===== config.mk =====
export PLATFORM = sky130hd
export DESIGN_NAME = jtag_tap_master
export DESIGN_NICKNAME = d
export VERILOG_FILES = /design/src/rtl/tap_pkg.sv /design/src/rtl/jtag_tck_gen.sv /design/src/rtl/jtag_tap_master.sv
export SDC_FILE = /design/constraint.sdc
export NUM_CORES = 1
export LEC_CHECK = 0
export CAP_MARGIN = 20
export CORE_MARGIN = 2
export CORE_UTILIZATION = 49
export CTS_CLUSTER_SIZE = 14
export DETAILED_ROUTE_END_ITERATION = 6
export GPL_TIMING_DRIVEN = 0
export PLACE_DENSITY = 0.79
export SLEW_MARGIN = 20
export SYNTH_ARGS = -nofsm -noshare
export SYNTH_HDL_FRONTEND = slang
export SYNTH_SLANG_ARGS = --single-unit

===== constraint.sdc =====
create_clock -name clk_i -period 2.6 [get_ports clk_i]
set_clock_uncertainty 0.05 [all_clocks]
set_input_delay 0.65 -clock clk_i [delete_from_list [all_inputs] [get_ports clk_i]]
set_output_delay 0.65 -clock clk_i [all_outputs]
set_load 0.05 [all_outputs]

===== src/rtl/tap_pkg.sv =====
// rtl/tap_pkg.sv - JTAG TAP state/op types, command FSM states and TAP transition function
package tap_pkg;

  typedef enum logic [3:0] {
    TEST_LOGIC_RESET = 4'd0,
    RUN_TEST_IDLE    = 4'd1,
    SELECT_DR_SCAN   = 4'd2,
    CAPTURE_DR       = 4'd3,
    SHIFT_DR         = 4'd4,
    EXIT1_DR         = 4'd5,
    PAUSE_DR         = 4'd6,
    EXIT2_DR         = 4'd7,
    UPDATE_DR        = 4'd8,
    SELECT_IR_SCAN   = 4'd9,
    CAPTURE_IR       = 4'd10,
    SHIFT_IR         = 4'd11,
    EXIT1_IR         = 4'd12,
    PAUSE_IR         = 4'd13,
    EXIT2_IR         = 4'd14,
    UPDATE_IR        = 4'd15
  } tap_state_t;

  typedef enum logic [1:0] {
    OP_RESET   = 2'd0,
    OP_SCAN_IR = 2'd1,
    OP_SCAN_DR = 2'd2,
    OP_RUNTEST = 2'd3
  } tap_op_t;

  typedef enum logic [2:0] {
    ST_IDLE, ST_TRST, ST_PREAMBLE, ST_NAV_IN, ST_SHIFT, ST_NAV_OUT, ST_RESP
  } mst_state_t;

  localparam int TAP_RESET_TMS_CYCLES = 5;

  function automatic tap_state_t tap_next_state(input tap_state_t s, input logic tms);
    case (s)
      TEST_LOGIC_RESET: return tms ? TEST_LOGIC_RESET : RUN_TEST_IDLE;
      RUN_TEST_IDLE:    return tms ? SELECT_DR_SCAN   : RUN_TEST_IDLE;
      SELECT_DR_SCAN:   return tms ? SELECT_IR_SCAN   : CAPTURE_DR;
      CAPTURE_DR:       return tms ? EXIT1_DR         : SHIFT_DR;
      SHIFT_DR:         return tms ? EXIT1_DR         : SHIFT_DR;
      EXIT1_DR:         return tms ? UPDATE_DR        : PAUSE_DR;
      PAUSE_DR:         return tms ? EXIT2_DR         : PAUSE_DR;
      EXIT2_DR:         return tms ? UPDATE_DR        : SHIFT_DR;
      UPDATE_DR:        return tms ? SELECT_DR_SCAN   : RUN_TEST_IDLE;
      SELECT_IR_SCAN:   return tms ? TEST_LOGIC_RESET : CAPTURE_IR;
      CAPTURE_IR:       return tms ? EXIT1_IR         : SHIFT_IR;
      SHIFT_IR:         return tms ? EXIT1_IR         : SHIFT_IR;
      EXIT1_IR:         return tms ? UPDATE_IR        : PAUSE_IR;
      PAUSE_IR:         return tms ? EXIT2_IR         : PAUSE_IR;
      EXIT2_IR:         return tms ? UPDATE_IR        : SHIFT_IR;
      UPDATE_IR:        return tms ? SELECT_DR_SCAN   : RUN_TEST_IDLE;
      default:          return TEST_LOGIC_RESET;
    endcase
  endfunction

endpackage


===== src/rtl/jtag_tck_gen.sv =====
// rtl/jtag_tck_gen.sv - TCK divider with rise/fall strobes that always finishes a high phase before stopping
module jtag_tck_gen #(
  parameter int CLK_DIV = 4
) (
  input  logic clk_i,
  input  logic trst_i,
  input  logic start_i,
  output logic tck_o,
  output logic rise_pulse,
  output logic fall_pulse
);

  localparam int CNT_W = (CLK_DIV > 1) ? $clog2(CLK_DIV) : 1;

  logic [CNT_W-1:0] cnt_q;
  logic             phase_end;

  assign phase_end  = (cnt_q == CNT_W'(CLK_DIV - 1));
  // Strobes are high in the cycle before the clk edge that moves tck_o.
  assign rise_pulse = start_i && !tck_o && phase_end;
  assign fall_pulse = tck_o && phase_end;

  // Count half-periods while enabled; a started high phase always completes, then TCK parks low.
  always_ff @(posedge clk_i or negedge trst_i) begin
    if (!trst_i) begin
      cnt_q <= '0;
      tck_o <= 1'b0;
    end else if (start_i || tck_o) begin
      if (phase_end) begin
        cnt_q <= '0;
        tck_o <= ~tck_o;
      end else begin
        cnt_q <= cnt_q + 1'b1;
      end
    end else begin
      cnt_q <= '0;
    end
  end

endmodule


===== src/rtl/jtag_tap_master.sv =====
// rtl/jtag_tap_master.sv - host-side JTAG initiator; JTAG_MASTER_TRST_EN adds a target TRST pulse to OP_RESET
module jtag_tap_master
  import tap_pkg::*;
#(
  parameter int CLK_DIV = 4,
  parameter int MAX_LEN = 32,
  localparam int LEN_W = $clog2(MAX_LEN + 1)
) (
  input  logic               clk_i,
  input  logic               trst_i,
  input  logic               cmd_valid_i,
  output logic               cmd_ready_o,
  input  logic [1:0]         cmd_op_i,
  input  logic [LEN_W-1:0]   cmd_len_i,
  input  logic [MAX_LEN-1:0] cmd_data_i,
  output logic               rsp_valid_o,
  input  logic               rsp_ready_i,
  output logic [MAX_LEN-1:0] rsp_data_o,
  output logic               rsp_err_o,
  output logic               tck_o,
  output logic               tms_o,
  output logic               tdi_o,
  input  logic               tdo_i,
  output logic               trst_n_o,
  output logic [3:0]         tap_state_o
);

  mst_state_t         state_q, state_d;
  tap_op_t            op_q, op_n;
  tap_state_t         shadow_q;
  logic [LEN_W-1:0]   cnt_q, cnt_d, len_q;
  logic [MAX_LEN-1:0] tdi_sr_q, cap_q;
  logic               rsp_valid_q, rsp_err_q, tms_q, tdi_q;
  logic               accept, adv, tms_d, tdi_d, cmd_err, pre, start;
  logic               rise_pulse, fall_pulse;

  assign cmd_err = (tap_op_t'(cmd_op_i) != OP_RESET) &&
                   ((cmd_len_i == '0) || (cmd_len_i > LEN_W'(MAX_LEN)));
  assign pre     = (shadow_q == TEST_LOGIC_RESET);
  assign start   = (state_q == ST_PREAMBLE) || (state_q == ST_NAV_IN) ||
                   (state_q == ST_SHIFT) || (state_q == ST_NAV_OUT);

  jtag_tck_gen #(.CLK_DIV(CLK_DIV)) u_tck_gen (
    .clk_i      (clk_i),
    .trst_i     (trst_i),
    .start_i    (start),
    .tck_o      (tck_o),
    .rise_pulse (rise_pulse),
    .fall_pulse (fall_pulse)
  );

`ifdef JTAG_MASTER_TRST_EN
  localparam int TRST_CLKS = 4 * CLK_DIV;
  localparam int TRST_W    = $clog2(TRST_CLKS);
  logic [TRST_W-1:0] trst_cnt_q;

  // Time two TCK periods of target TRST while TCK stays parked low.
  always_ff @(posedge clk_i or negedge trst_i) begin
    if (!trst_i)                 trst_cnt_q <= TRST_W'(TRST_CLKS - 1);
    else if (state_q != ST_TRST) trst_cnt_q <= TRST_W'(TRST_CLKS - 1);
    else                         trst_cnt_q <= trst_cnt_q - 1'b1;
  end

  assign trst_n_o = (state_q != ST_TRST);
`else
  assign trst_n_o = 1'b1;
`endif

  // Next state/bit counter, plus the TMS/TDI value of the bit that starts on this edge.
  always_comb begin
    state_d = state_q;
    cnt_d   = cnt_q;
    accept  = 1'b0;
    adv     = 1'b0;
    op_n    = (state_q == ST_IDLE) ? tap_op_t'(cmd_op_i) : op_q;
    case (state_q)
      ST_IDLE: begin
        if (cmd_valid_i) begin
          accept = 1'b1;
          if (cmd_err) begin
            state_d = ST_RESP;
          end else if (op_n == OP_RESET) begin
`ifdef JTAG_MASTER_TRST_EN
            state_d = ST_TRST;
`else
            state_d = ST_PREAMBLE;
            cnt_d   = LEN_W'(TAP_RESET_TMS_CYCLES);
            adv     = 1'b1;
`endif
          end else if (op_n == OP_RUNTEST || pre) begin
            state_d = ST_PREAMBLE;
            if (op_n == OP_RUNTEST) cnt_d = pre ? cmd_len_i : cmd_len_i - LEN_W'(1);
            else                    cnt_d = '0;
            adv     = 1'b1;
          end else begin
            state_d = ST_NAV_IN;
            cnt_d   = (op_n == OP_SCAN_IR) ? LEN_W'(3) : LEN_W'(2);
            adv     = 1'b1;
          end
        end
      end
`ifdef JTAG_MASTER_TRST_EN
      ST_TRST: begin
        if (trst_cnt_q == '0) begin
          state_d = ST_PREAMBLE;
          cnt_d   = LEN_W'(TAP_RESET_TMS_CYCLES);
          adv     = 1'b1;
        end
      end
`endif
      ST_PREAMBLE, ST_NAV_IN, ST_SHIFT, ST_NAV_OUT: begin
        if (fall_pulse) begin
          adv = 1'b1;
          if (cnt_q != '0) begin
            cnt_d = cnt_q - LEN_W'(1);
          end else if (state_q == ST_PREAMBLE) begin
            if (op_q == OP_SCAN_IR || op_q == OP_SCAN_DR) begin
              state_d = ST_NAV_IN;
              cnt_d   = (op_q == OP_SCAN_IR) ? LEN_W'(3) : LEN_W'(2);
            end else begin
              state_d = ST_RESP;
            end
          end else if (state_q == ST_NAV_IN) begin
            state_d = ST_SHIFT;
            cnt_d   = len_q - LEN_W'(1);
          end else if (state_q == ST_SHIFT) begin
            state_d = ST_NAV_OUT;
            cnt_d   = LEN_W'(1);
          end else begin
            state_d = ST_RESP;
          end
        end
      end
      ST_RESP: begin
        if (rsp_valid_q && rsp_ready_i) state_d = ST_IDLE;
      end
      default: state_d = ST_IDLE;
    endcase

    tms_d = tms_q;
    case (state_d)
      ST_PREAMBLE: tms_d = (op_n == OP_RESET) && (cnt_d != '0);
      ST_NAV_IN:   tms_d = (cnt_d >= LEN_W'(2));
      ST_SHIFT:    tms_d = (cnt_d == '0);
      ST_NAV_OUT:  tms_d = (cnt_d == LEN_W'(1));
      default:     tms_d = tms_q;
    endcase
    tdi_d = 1'b0;
    if (state_d == ST_SHIFT) tdi_d = (state_q == ST_SHIFT) ? tdi_sr_q[1] : tdi_sr_q[0];
  end

  // Command/bit sequencing registers, TDI/TDO shift data and the shadow TAP state.
  always_ff @(posedge clk_i or negedge trst_i) begin
    if (!trst_i) begin
      state_q  <= ST_IDLE;
      op_q     <= OP_RESET;
      cnt_q    <= '0;
      len_q    <= '0;
      tdi_sr_q <= '0;
      cap_q    <= '0;
      rsp_err_q <= 1'b0;
      tms_q    <= 1'b1;
      tdi_q    <= 1'b0;
      shadow_q <= TEST_LOGIC_RESET;
    end else begin
      state_q <= state_d;
      cnt_q   <= cnt_d;
      if (adv) begin
        tms_q <= tms_d;
        tdi_q <= tdi_d;
      end
      if (accept) begin
        op_q      <= op_n;
        len_q     <= cmd_len_i;
        tdi_sr_q  <= cmd_data_i;
        cap_q     <= '0;
        rsp_err_q <= cmd_err;
      end else if (fall_pulse && state_q == ST_SHIFT) begin
        tdi_sr_q <= tdi_sr_q >> 1;
      end
      if (rise_pulse) begin
        shadow_q <= tap_next_state(shadow_q, tms_q);
        if (state_q == ST_SHIFT)
          cap_q <= cap_q | (MAX_LEN'(tdo_i) << (len_q - LEN_W'(1) - cnt_q));
      end
`ifdef JTAG_MASTER_TRST_EN
      if (state_q == ST_TRST) shadow_q <= TEST_LOGIC_RESET;
`endif
    end
  end

  // Response valid rises one clk after entering RESP and drops on the handshake.
  always_ff @(posedge clk_i or negedge trst_i) begin
    if (!trst_i)                                  rsp_valid_q <= 1'b0;
    else if (state_q == ST_RESP && !rsp_valid_q)  rsp_valid_q <= 1'b1;
    else if (rsp_valid_q && rsp_ready_i)          rsp_valid_q <= 1'b0;
  end

  assign cmd_ready_o = (state_q == ST_IDLE);
  assign rsp_valid_o = rsp_valid_q;
  assign rsp_data_o  = cap_q;
  assign rsp_err_o   = rsp_err_q;
  assign tms_o       = tms_q;
  assign tdi_o       = tdi_q;
  assign tap_state_o = shadow_q;

endmodule

## After elaboration in Yosys (flattened, before gate mapping)

Cells that the tools add are included.

- Output and inout port bits: 43
- Flip-flop bits (word level): 92
- Logic and storage cells: 146

- Add/subtract/negate cells: 5
- Bitwise operators: 2
- Equal/unequal tests: 30
- $lt $le $gt $ge: 2
- Multiplexer cells: 59
- Shifts and indexed selects: 1
- Reduce and logical (&&, ||, !) cells: 34

Operators with widths:

| operator | number |
|---|---|
| 2-to-1 mux 32 bit | 5 |
| 2-to-1 mux 6 bit | 12 |
| case mux 4 bit (12 select lines) | 1 |
| equality test 4 bit, second input constant | 8 |
| bitwise OR 32 bit | 1 |
| << shifter 1 x 6 -> 32 bit | 1 |
| 2-to-1 mux 3 bit | 9 |
| subtractor 6 x 1 -> 6 bit, second input constant | 3 |
| equality test 4 x 3 -> 1 bit, second input constant | 4 |
| 2-to-1 mux 1 bit | 16 |
| 2-to-1 mux 2 bit | 8 |
| 2-to-1 mux 4 bit | 4 |
| equality test 3 bit, second input constant | 5 |
| equality test 3 x 2 -> 1 bit, second input constant | 4 |
| logical NOT 6 bit | 2 |
| case mux 6 bit (2 select lines) | 1 |
| nonzero test 6 bit | 2 |
| case mux 3 bit (3 select lines) | 1 |
| equality test 4 x 2 -> 1 bit, second input constant | 2 |
| logical AND 1 bit | 8 |
| logical OR 1 bit | 7 |
| equality test 2 bit, second input constant | 3 |
| equality test 6 x 1 -> 1 bit, second input constant | 1 |
| >= comparator 6 x 2 -> 1 bit, second input constant | 1 |
| 18 further kinds | 24 |

## Logic depth before layout (Yosys ltp)

- Depth after elaboration: 12
- Gate-level depth with buffers: 12
- Gate-level depth less buffers: 12

## By module

A second synthesis with hierarchy kept.

- Cell total of the unflattened synthesis: 620
- Area, all modules: 5151.2 sq um

Modules (own cells, without submodules):

| module | cells an instance | instances | area each (sq um) | seq. area each (sq um) |
|---|---|---|---|---|
| jtag_tap_master | 608 | 1 | 5008.6 | 2228.4 |
| jtag_tck_gen | 12 | 1 | 142.6 | 75.1 |

## Worst setup path after synthesis

OpenSTA, ideal clock, no wires.

- Kind: in2reg
- Start: input cmd_len_i[0]
- End: register tms_q (netlist: tms_o)
- Cell stages on the path: 10
- Required time: 2.457 ns
- Setup time: 0.093 ns
- Path buffers: 0
- Setup slack: -0.125 ns
- Arrival time: 2.582 ns
- Path through: inv_1 ha_1 nor4b_2 mux2_2 a2111oi_2 o31ai_2 nand3b_4 nor4_2 mux2i_1 a41oi_2

- Cells in the longest elaborated chain, start to end: 11
- Elaborated cells between the ends (all ways): 30

Ends and longest elaborated chain:

| element | line | source |
|---|---|---|
| from (decl) | jtag_tap_master.sv:14 | `input logic [LEN_W-1:0] cmd_len_i,` |
| subtractor 6 x 1 -> 6 bit | jtag_tap_master.sv:92 | `if (op_n == OP_RUNTEST) cnt_d = pre ? cmd_len_i : cmd_len_i - LEN_W'(1);` |
| 2-to-1 mux 6 bit (2 in a row) | jtag_tap_master.sv:92 |  |
| 2-to-1 mux 6 bit | jtag_tap_master.sv:90 | `end else if (op_n == OP_RUNTEST \|\| pre) begin` |
| 2-to-1 mux 6 bit | jtag_tap_master.sv:82 | `end else if (op_n == OP_RESET) begin` |
| 2-to-1 mux 6 bit * | jtag_tap_master.sv:80 | `if (cmd_err) begin` |
| 2-to-1 mux 6 bit * | jtag_tap_master.sv:78 | `if (cmd_valid_i) begin` |
| case mux 6 bit (2 select lines) * | jtag_tap_master.sv:76 | `case (state_q)` |
| via cnt_d[2] | jtag_tap_master.sv:31 | `logic [LEN_W-1:0] cnt_q, cnt_d, len_q;` |
| parallel branches: the longest is 2 deep, another holds >= comparator 6 x 2 -> 1 bit | -- |  |
| case mux 1 bit (4 select lines) * | jtag_tap_master.sv:141 | `case (state_d)` |
| to (signal assigned) | jtag_tap_master.sv:169 | `tms_q <= tms_d;` |
| to (decl) | jtag_tap_master.sv:33 | `logic rsp_valid_q, rsp_err_q, tms_q, tdi_q;` |

Mark *: on every way through the listed nets, which the timed path passes.
A chain may end at the register's enable or synchronous reset.

## Worst setup path in the final report

- Start: register cnt_q[1]
- End: register tms_q (netlist: tms_o)

- Elaborated cells between the ends (all ways): 26

RTL lines:

| element | line | source |
|---|---|---|
| from (decl) | jtag_tap_master.sv:31 |  |
| from (signal assigned) | jtag_tap_master.sv:167 | `cnt_q <= cnt_d;` |
| subtractor 6 x 1 -> 6 bit / nonzero test 6 bit (equally long branches) | jtag_tap_master.sv:115, jtag_tap_master.sv:114 |  |
| 2-to-1 mux 6 bit * | jtag_tap_master.sv:114 | `if (cnt_q != '0) begin` |
| 2-to-1 mux 6 bit * | jtag_tap_master.sv:112 | `if (fall_pulse) begin` |
| case mux 6 bit (2 select lines) * | jtag_tap_master.sv:76 |  |
| via cnt_d[3] | jtag_tap_master.sv:31 |  |
| parallel branches: the longest is 2 deep, another holds >= comparator 6 x 2 -> 1 bit | -- |  |
| case mux 1 bit (4 select lines) * | jtag_tap_master.sv:141 |  |

Marks and branches as above.

==> key figures <==
Hold path
  – Min-delay worst type: input pin to async pin

Synth
  – Top-area cell type share of the netlist area: 0.429
  – Synth async-reset ratio: 1.00
  – Synth Net Count: 615
  – Avg Cell Area, Syn: 9.50 um2
  – Flops & latches, synth: 92
  – Cell count after synthesis: 559
  – Dominant synthesized flop cell: dfrtp_1
  – Cell taking the most area after synthesis: dfrtp_1
  – Synthesis Warnings: 0
  – Number of synthesized flops with an enable pin: 0
  – Post-synth cell types: 78
  – Top cells by area, synth: dfrtp_1, mux2i_1, nand2_1
  – Synthesized area: 5310 um2
  – Sequential area share after synthesis: 0.434

Timing
  – Rel. slew slack: 0.541
  – Min setup slack post-route: -0.128 ns
  – Hold WS: 0.0980 ns
  – Least-Margin Pin Slew: 0.688 ns
  – Final worst-path cycle share: 1.05
  – Max Fclk: 0.367 GHz
  – Max-slew violations: 0
  – RSZ-0062 raised after global routing: true
  – Final Hold Viols: 0
  – # setup viols final: 21
  – Post-route minimum period: 2.73 ns

Floorplan
  – I/O pin cnt: 88
  – Die Ht: 108 um
  – Die area: 11700 um2
  – Initial core utilization: 0.496
  – Core footprint: 10700 um2
  – Die X-Extent: 108 um
  – Num rows: 38

Clock network
  – Max clock buf depth: 2
  – Skew-Pair Late Insertion Delay: 0.36 ns
  – Num CTS Buffers: 9
  – Htree depth: 3
  – CTS tree: yes
  – Clock transition at path regs: 0.09 ns
  – Clock sink count: 92
  – Clk root buf: clkbuf_8

Route
  – Vias/cell: 5.89
  – DR WL met2: 7260 um
  – Antenna-violating nets left: 0
  – Post-Route M1 WL: 5740 um
  – Routed Wire Length: 14600 um
  – Via count: 4848
  – Initial DRT Pass Iterations: 5
  – Max layer used: met4
  – Detailed Route Iter0 Violations: 387
  – DRC: 0
  – Wire per inst: 17.7 um
  – WL met3: 1110 um

Global routing
  – Vias in the first global route: 4703
  – Global-route wire length before repair: 23200 um
  – Tot GR Track Use: 0.254
  – Initial antenna violation count: 0
  – Largest net degree at the start of global routing: 63
  – GRT Residual Overflow: 0

Layout
  – Nets: 735
  – Seq. cell area: 2310 um2
  – Layout cells sized above 1: 0.223
  – Multi-input logic area: 3230 um2
  – Area growth, synth to finish: 35.4%
  – N_diodes: 0
  – Filler cells: 838

Power
  – Switch share: 0.476
  – Power Total: 7.94 mW
  – Combinational Power Share: 0.627
  – Clock Power Share: 0.112
  – Sequential Power Share: 0.261
  – Int Pwr: 4.16 mW
  – P_sw: 3.78 mW
  – Lkg Pwr: 2.92 nW
  – Power Dens Cells: 1110 nW/um2
  – Maximum VDD drop: 622 uV

Placed design
  – I/O Buffers: 86
  – DP HPWL: 10200 um
  – Place WS: -1.04 ns
  – Placer Congestion: 0.972

Outcome
  – Status: finished with violations
  – Failing checks: setup timing

Critical path
  – CP Capture Type: register
  – Startpoint types: register
  – Critical path required time: 2.82 ns
  – Critical path type: register to register
  – Max Fanout on Critical Path: 5
  – CP arrival: 2.95 ns

Job
  – Max cap viols: 0
-- logic make-up (layout without fill, tap and decap cells) --
| group | Yosys count | after routing | synth area share |
|---|---|---|---|
| AOI/OAI and AO/OA | 158 | 158 | 0.206 |
| xor gates and xnor gates | 19 | 19 | 0.0328 |
| adders and majority gates | 11 | 11 | 0.0273 |
| buffers and inverters | 55 | 179 | 0.0455 |
| DFF | 92 | 92 | 0.434 |
| muxes | 39 | 39 | 0.0742 |
| other | 1 | 1 | 0.000706 |
| and+or+nand+nor | 184 | 184 | 0.180 |
-- worst max-delay path, cell delays in order (launching register included) --
cell      delay [ns]
dfrtp_2         0.45
inv_2           0.09
ha_4            0.13
or4b_4          0.48
buf_12          0.15
a311o_1         0.28
o221ai_2        0.09
o211ai_2        0.18
nor4_4          0.33
mux2i_1         0.26
a41oi_2         0.14
-- cell type report --
type                    instances  area share
plain buffers                  32      0.0211
clock buffers                   9      0.0172
clock inverters                 6     0.00679
inverters                      22      0.0115
multi-input cells             412       0.449
flip-flops and latches         92       0.321
well taps                     140      0.0244
repair buffers                110       0.149
-- metrics by stage --
| stage | utilization | cell area, um2 | TNS [ns] | instances |
|---|---|---|---|---|
| floorplan | - | 5350 | -0.0455 | 559 |
| global placement | 0.597 | 6390 | -244.60 | 785 |
| detailed placement | 0.600 | 6420 | -18.39 | 786 |
| CTS | 0.639 | 6840 | -1.29 | 814 |
| global route | 0.672 | 7190 | -3.93 | 823 |
| finish | 0.672 | 7190 | -0.607 | 823 |
-- final timing paths --
check	start	end	slack, ns	cells after the start
max	cnt_q[1]	tms_o	-0.13	10
min	trst_i	rsp_valid_o	0.1	1
max reg2reg	cnt_q[1]	tms_o	-0.13	10
min reg2reg	u_tck_gen.cnt_q[0]	u_tck_gen.cnt_q[0]	0.39	1
max in group asynchronous	trst_i	tms_o	1.74	2
min in group clk_i	u_tck_gen.cnt_q[0]	u_tck_gen.cnt_q[0]	0.39	1
-- power by group through the flow --
stage	sequential [mW]	combinational, mW	clock (mW)
final	2.07	4.98	0.891
after global routing	2.12	5.36	0.993
after CTS	2.05	4.02	0.906
after detailed placement	2.09	3.55	0
after global placement	2.07	3.42	0
after floorplan	2.19	2.57	0
-- state kept, by name (all words and copies together), names as in the netlist --
signal / count
rsp_err_o: 1
tdi_sr_q: 32
rsp_valid_o: 1
op_q: 2
tms_o: 1
u_tck_gen.cnt_q: 2
u_tck_gen.tck_o: 1
tap_state_o: 4
rsp_data_o: 32
state_q: 3
len_q: 6
cnt_q: 6
tdi_o: 1
-- cell usage after synthesis, types with 3 or more instances --
library cell   n
o22ai_1        7
buf_1          6
clkbuf_1      18
a21o_1         6
and3_1         4
a211oi_1       4
mux2_2         3
xor2_1         9
nand3_1       11
o21ai_0       56
a32oi_1        3
mux2i_1       36
buf_6          3
nor2_2         5
nor3b_1        4
nand2_1       92
nor2b_1        8
inv_1         21
nor2_1        19
a22o_1        18
buf_2          4
o31ai_1        3
xnor2_1        9
dfrtp_1       91
a21oi_1       18
nand2b_1       5
ha_1          10
o21ai_1        9
nor3_1        10
nand4_1        4
-- timing repair --
action                                  in CTS  in global routing
endpoints found under the setup margin      38                 48
pin swaps                                   15                 19
hold buffers                                 0                  0
gates resized for setup                     54                 63
setup buffers                               14                  9
-- routing by layer --
layer | GRT usage | vias to the layer above
met5 | 0 | -
met4 | 0.0989 | 0
met3 | 0.0500 | 47
met2 | 0.429 | 201
met1 | 0.320 | 2362
li1 | - | 2238
-- cells in the final DEF, fill, tap and decap left out, types with 4 or more instances in the layout --
cell,Yosys,layout
a21o_1,6,6
clkbuf_8,0,9
inv_1,21,15
clkdlybuf4s50_1,0,79
nor3_1,10,9
nand4_1,4,4
inv_2,1,7
mux2i_1,36,34
ha_1,10,6
o21ai_0,56,44
buf_1,6,6
nand2_2,0,4
xor2_1,9,6
nor2_1,19,14
dfrtp_1,91,89
clkbuf_1,18,17
o22ai_1,7,6
nand2_1,92,87
a22o_1,18,18
nand3_1,11,9
buf_2,4,5
nor2_4,0,6
nor2_2,5,4
o21ai_1,9,9
nand2b_1,5,4
a21oi_1,18,14
and3_1,4,4
xnor2_1,9,6
buf_4,2,23
o21ai_2,0,12
buf_6,3,5
nor2b_1,8,8
Power figures use the tool's default switching activity.
